$ cat src/rtl/excess3_bcd_pkg.sv
// +----------------------------------------------------------------------------+
// | excess3_bcd_pkg: shared state encoding and constants for the excess-3/BCD  |
// | serial converter.                                                          |
// | Revision: 1.0                                                              |
// +----------------------------------------------------------------------------+
`default_nettype none

package excess3_bcd_pkg;

    typedef enum logic [1:0] {
        IDLE = 2'd0,
        CONV = 2'd1,
        DONE = 2'd2
    } state_t;

    localparam logic [3:0] XS3_OFFSET      = 4'd3;
    localparam logic [3:0] XS3_ERR_DIGIT   = 4'hF;
    localparam logic       MODE_XS3_TO_BCD = 1'b0;
    localparam logic       MODE_BCD_TO_XS3 = 1'b1;

endpackage

`default_nettype wire

$ cat src/rtl/xs3_digit_conv.sv
// +----------------------------------------------------------------------------+
// | xs3_digit_conv: combinational single-digit excess-3 <-> BCD converter.     |
// | Invalid-code flagging is enabled by EXCESS3_BCD_ERR_EN.                    |
// | Revision: 1.0                                                              |
// +----------------------------------------------------------------------------+
`default_nettype none

module xs3_digit_conv
    import excess3_bcd_pkg::*;
(
    input  logic       mode,
    input  logic [3:0] din,
    output logic [3:0] dout,
    output logic       invalid
);

    logic [3:0] sum;

    // 4-bit arithmetic wraps modulo 16 on its own
    assign sum = (mode == MODE_BCD_TO_XS3) ? (din + XS3_OFFSET) : (din - XS3_OFFSET);

`ifdef EXCESS3_BCD_ERR_EN
    logic bad;

    assign bad     = (mode == MODE_BCD_TO_XS3) ? (din > 4'd9)
                                               : ((din < 4'd3) || (din > 4'd12));
    assign invalid = bad;
    assign dout    = bad ? XS3_ERR_DIGIT : sum;
`else
    assign invalid = 1'b0;
    assign dout    = sum;
`endif

endmodule

`default_nettype wire

$ cat src/rtl/excess3_bcd_serial.sv
// +----------------------------------------------------------------------------+
// | excess3_bcd_serial: digit-serial excess-3 <-> BCD word converter with      |
// | valid/ready handshakes; error flagging under EXCESS3_BCD_ERR_EN.           |
// | Revision: 1.0                                                              |
// +----------------------------------------------------------------------------+
`default_nettype none

module excess3_bcd_serial
    import excess3_bcd_pkg::*;
#(
    parameter int DIGITS = 4
) (
    input  logic                clk,
    input  logic                rst,
    input  logic                in_valid,
    output logic                in_ready,
    input  logic                in_mode,
    input  logic [4*DIGITS-1:0] in_data,
    output logic                out_valid,
    input  logic                out_ready,
    output logic [4*DIGITS-1:0] out_data,
    output logic                out_err
);

    localparam int W  = 4 * DIGITS;
    localparam int CW = (DIGITS > 1) ? $clog2(DIGITS) : 1;
    localparam logic [CW-1:0] LAST = CW'(DIGITS - 1);

    state_t        state;
    logic [W-1:0]  shreg;
    logic          mode_r;
    logic [CW-1:0] cnt;
    logic          err;
    logic [3:0]    dout;
    logic          invalid;

    // The latched word shifts right so the digit in progress is always at [3:0]
    xs3_digit_conv u_conv (
        .mode    (mode_r),
        .din     (shreg[3:0]),
        .dout    (dout),
        .invalid (invalid)
    );

    always_ff @(posedge clk) begin
        if (rst) begin
            state    <= IDLE;
            shreg    <= '0;
            mode_r   <= 1'b0;
            cnt      <= '0;
            err      <= 1'b0;
            out_data <= '0;
        end else begin
            case (state)
                IDLE: begin
                    if (in_valid) begin
                        shreg  <= in_data;
                        mode_r <= in_mode;
                        cnt    <= '0;
                        err    <= 1'b0;
                        state  <= CONV;
                    end
                end
                CONV: begin
                    for (int i = 0; i < DIGITS; i++) begin
                        if (cnt == CW'(i)) begin
                            out_data[4*i +: 4] <= dout;
                        end
                    end
                    shreg <= shreg >> 4;
                    err   <= err | invalid;
                    if (cnt == LAST) begin
                        state <= DONE;
                    end else begin
                        cnt <= cnt + 1'b1;
                    end
                end
                DONE: begin
                    if (out_ready) begin
                        state <= IDLE;
                    end
                end
                default: state <= IDLE;
            endcase
        end
    end

    assign in_ready  = (state == IDLE);
    assign out_valid = (state == DONE);
    // err can only be set when the converter flags codes, so it stays 0 otherwise
    assign out_err   = err;

endmodule

`default_nettype wire

$ cat config.mk
export PLATFORM = sky130hd
export DESIGN_NAME = excess3_bcd_serial
export DESIGN_NICKNAME = d
export VERILOG_FILES = /design/src/rtl/excess3_bcd_pkg.sv /design/src/rtl/xs3_digit_conv.sv /design/src/rtl/excess3_bcd_serial.sv
export SDC_FILE = /design/constraint.sdc
export NUM_CORES = 1
export LEC_CHECK = 0
export ABC_AREA = 1
export BUFFER_PORTS_ARGS = -buffer_cell sky130_fd_sc_hd__buf_2
export CAP_MARGIN = 40
export CELL_PAD_IN_SITES_DETAIL_PLACEMENT = 0
export CELL_PAD_IN_SITES_GLOBAL_PLACEMENT = 1
export CORE_ASPECT_RATIO = 1.25
export CORE_UTILIZATION = 42
export CTS_BUF_LIST = sky130_fd_sc_hd__clkbuf_2 sky130_fd_sc_hd__clkbuf_4 sky130_fd_sc_hd__clkbuf_8
export DETAILED_ROUTE_END_ITERATION = 12
export GPL_ROUTABILITY_DRIVEN = 0
export PLACE_DENSITY_LB_ADDON = 0.3
export SLEW_MARGIN = 20
export SYNTH_ARGS = -nofsm -noshare
export SYNTH_HDL_FRONTEND = slang
export SYNTH_SLANG_ARGS = --single-unit
$ cat constraint.sdc
create_clock -name clk -period 3.3 [get_ports clk]
set_input_delay 0.495 -clock clk [delete_from_list [all_inputs] [get_ports clk]]
set_output_delay 0.495 -clock clk [all_outputs]
set_load 0.02 [all_outputs]
==> flow_summary.yaml <==
run_status:
  outcome: "finished, final reports clean"
final_layout:
  postLayoutCellArea_um2: 2000
  multiInputGateArea_um2: 825
  instances_no_fill: 326
  regArea_um2: 741
  nets: 300
  final_layout_size_suffix_gt1_share_pct: 20.2
  fill_cells: 415
  num_antenna_cells: 0
  area_growth_pct: 17.3
timing:
  clock-skew-final_ps: 4.12
  maxSlewHeadroom_pct: 55.9
  fin_crit_sh_pct: 51.2
  fmax_ghz: 0.592
  rsz0062_at_grt: "false"
  setup_tns_ps: 0
  drv_slew: 0
  fin_crit_ps: 1690
  timing.final.ws_setup_ps: 1610
  setup-violations-final: 0
  hold_slack_ps: 454
  worst_pin_slew_ps: 661
  final_hold_viol_count: 0
clock_tree:
  clkTransAtPathRegs_ps: 70
  cts_buffers: 5
  cts-root-buf: "clkbuf_8"
  cts_setup_buffers: 0
  cts_buffer_depth: 2
  postCtsHoldBufs: 0
  cts_tree: "done"
  cts_resized: 0
  clk_latency_ps: 280
  cts_sinks: 37
  h-tree-depth: 2
route:
  ant_nets: 0
  first_pass_iters: 4
  viasPerCell: 4.64
  wire_per_inst_um: 10.2
  vias: 1512
  drtIter0Drc: 49
  totalWireLength_mm: 3.32
  drc_errors: 0
floorplan:
  die_h_um: 73.2
  die_w_um: 58.9
  die_area_um2: 4310
  placementRows: 25
  start_util_pct: 44.6
  fp.coreArea_um2: 3820
  pin_count: 40
power:
  pwr-share-comb_pct: 15.5
  p_seq_share_pct: 51.3
  p_clk_share_pct: 33.2
  ir_drop_v: 0.000221
  p_leak_nw: 0.984
  swShare_pct: 26.7
  switching_power_mw: 0.256
  internal-power_mw: 0.702
  power_density_nw_per_um2: 480
synthesis:
  ys_seq_area_share_pct: 43.5
  synthArstFlopShare_pct: 0
  syn-num-nets: 263
  netlist_area_um2: 1700
  synth.largest_area_cell: "dfxtp_1"
  syn_area_per_cell_um2: 7.24
  yosys_warnings: 0
  synth_flop_cell: "dfxtp_1"
  synth_edf_count: 0
  syn_inst: 235
  synth_top_cell_area_share_pct: 43.5
  synth.distinct_cells: 22
  synth_area_leaders: "dfxtp_1 44%, nand2_1 14%, nor2_1 8.4%"
  synth_seq_cells: 37
run:
  drv_cap: 0
worst_setup_path:
  worst_setup_path_end_kind: "register"
  worstPathRequired_ps: 3510
  cp_max_fo: 7
  crit_buf_inv: 1
  worstPathArrival_ps: 1900
  critPathSlowestCell: "dfxtp_1"
  worstSetupPathType: "register to register"
  path_delay_family: "flip-flops"
  start_kind: "register"
  max_stage_delay_ps: 470
  path_cells: "inv_1 -> fa_1 -> xnor2_1 -> nand2_1 -> a21oi_1"
placement:
  port_buffers: 38
  place_area_um2: 1910
  numPlacedInstances: 319
  post-place-ws_ps: 1610
  place_hpwl_mm: 2.44
grt:
  grt_max_degree: 28
  grt_usage_pct: 17.4
  grt_pass1_vias: 1354
  overflow: 0
  antenna_found_initial: 0
  grt_pass1_wl_mm: 5.64
hold_path:
  hp-class: "primary input to register"
==> worst paths after layout <==
| check | startpoint | end | slack (ps) | cells past startpoint |
|---|---|---|---|---|
| worst min register to register | shreg[12]$_SDFFE_PP0P_ | shreg[12]$_SDFFE_PP0P_ | 470 | 2 |
| worst max-delay path | shreg[0]$_SDFFE_PP0P_ | out_data[10]$_SDFFE_PP0P_ | 1610 | 5 |
| worst min-delay path | in_mode | mode_r$_SDFFE_PP0P_ | 450 | 3 |
| worst max register to register | shreg[0]$_SDFFE_PP0P_ | out_data[10]$_SDFFE_PP0P_ | 1610 | 5 |
==> layout by cell type (no fill, tap or decap) <==
| master | count |
|---|---|
| o21ai_0 | 24 |
| ha_1 | 6 |
| inv_2 | 3 |
| a21oi_1 | 16 |
| buf_2 | 38 |
| nand3_1 | 7 |
| nor2_1 | 38 |
| clkbuf_4 | 1 |
| dfxtp_1 | 37 |
| fa_1 | 1 |
| nand2_1 | 62 |
| or2_2 | 1 |
| clkbuf_8 | 6 |
| conb_1 | 1 |
| o21ai_1 | 1 |
| inv_1 | 19 |
| nand2_4 | 2 |
| nor3_1 | 1 |
| nor2_4 | 4 |
| xnor2_1 | 1 |
| o21a_1 | 3 |
==> tightest hold or removal path: stages <==
cell and delay (ps):
buf_2 80, nor3_1 40, nor2_1 80
==> stage by stage <==
| stage | power (mW) | utilization (%) |
|---|---|---|
| 2_1_floorplan | 0.613 | - |
| 4_1_cts | 0.974 | 52.3 |
| 5_1_grt | 1.01 | 52.3 |
| 6_report | 0.957 | 52.3 |
| 3_5_place_dp | 0.652 | 49.9 |
| 3_3_place_gp | 0.651 | 49.9 |
==> logic make-up (layout without fill, tap and decap cells) <==
| group | after synthesis | in the layout | share of synthesized area (%) |
|---|---|---|---|
| AOI/OAI and AO/OA | 44 | 44 | 13.4 |
| xor gates and xnor gates | 1 | 1 | 0.515 |
| adders and majority gates | 7 | 7 | 5.59 |
| buffers and inverters | 30 | 67 | 8.01 |
| other | 1 | 1 | 0.220 |
| DFF | 37 | 37 | 43.5 |
| and+or+nand+nor | 115 | 115 | 28.7 |
==> per-layer routing <==
layer	global-route usage (%)	up-vias	share of wire, %
met5	0	-	0
met4	9.52	0	2.4
met3	3.19	8	3.9
met2	30.9	34	50
met1	19.1	666	44
li1	-	804	-
==> sequential cells by signal, summed over array words and instances, names as in the netlist <==
signal,cells
shreg,16
mode_r,1
cnt,2
state,2
out_data,16
==> cells in the mapped netlist (2+ instances only) <==
master,n
inv_2,3
a21oi_1,16
ha_1,6
nand3_1,7
clkbuf_1,3
nor2_1,38
nand2_4,2
inv_1,19
buf_6,2
dfxtp_1,37
nand2_1,62
o21ai_0,24
nor2_4,4
buf_4,2
o21a_1,3
==> layout make-up <==
cell class,instances,share of cell area (%)
inverters,22,4.14
multi-input cells,168,41.3
repair buffers,38,9.53
flip-flops and latches,37,37.1
clock buffers,7,4.51
well taps,54,3.39
==> power groups by stage <==
stage | Sequential, mW | Clock, mW | Combinational [mW]
floorplan | 0.506 | 0 | 0.106
global route | 0.494 | 0.345 | 0.171
finish | 0.491 | 0.318 | 0.149
detailed placement | 0.501 | 0 | 0.151
CTS | 0.491 | 0.332 | 0.152
global placement | 0.501 | 0 | 0.150
Power figures use the tool's default switching activity.
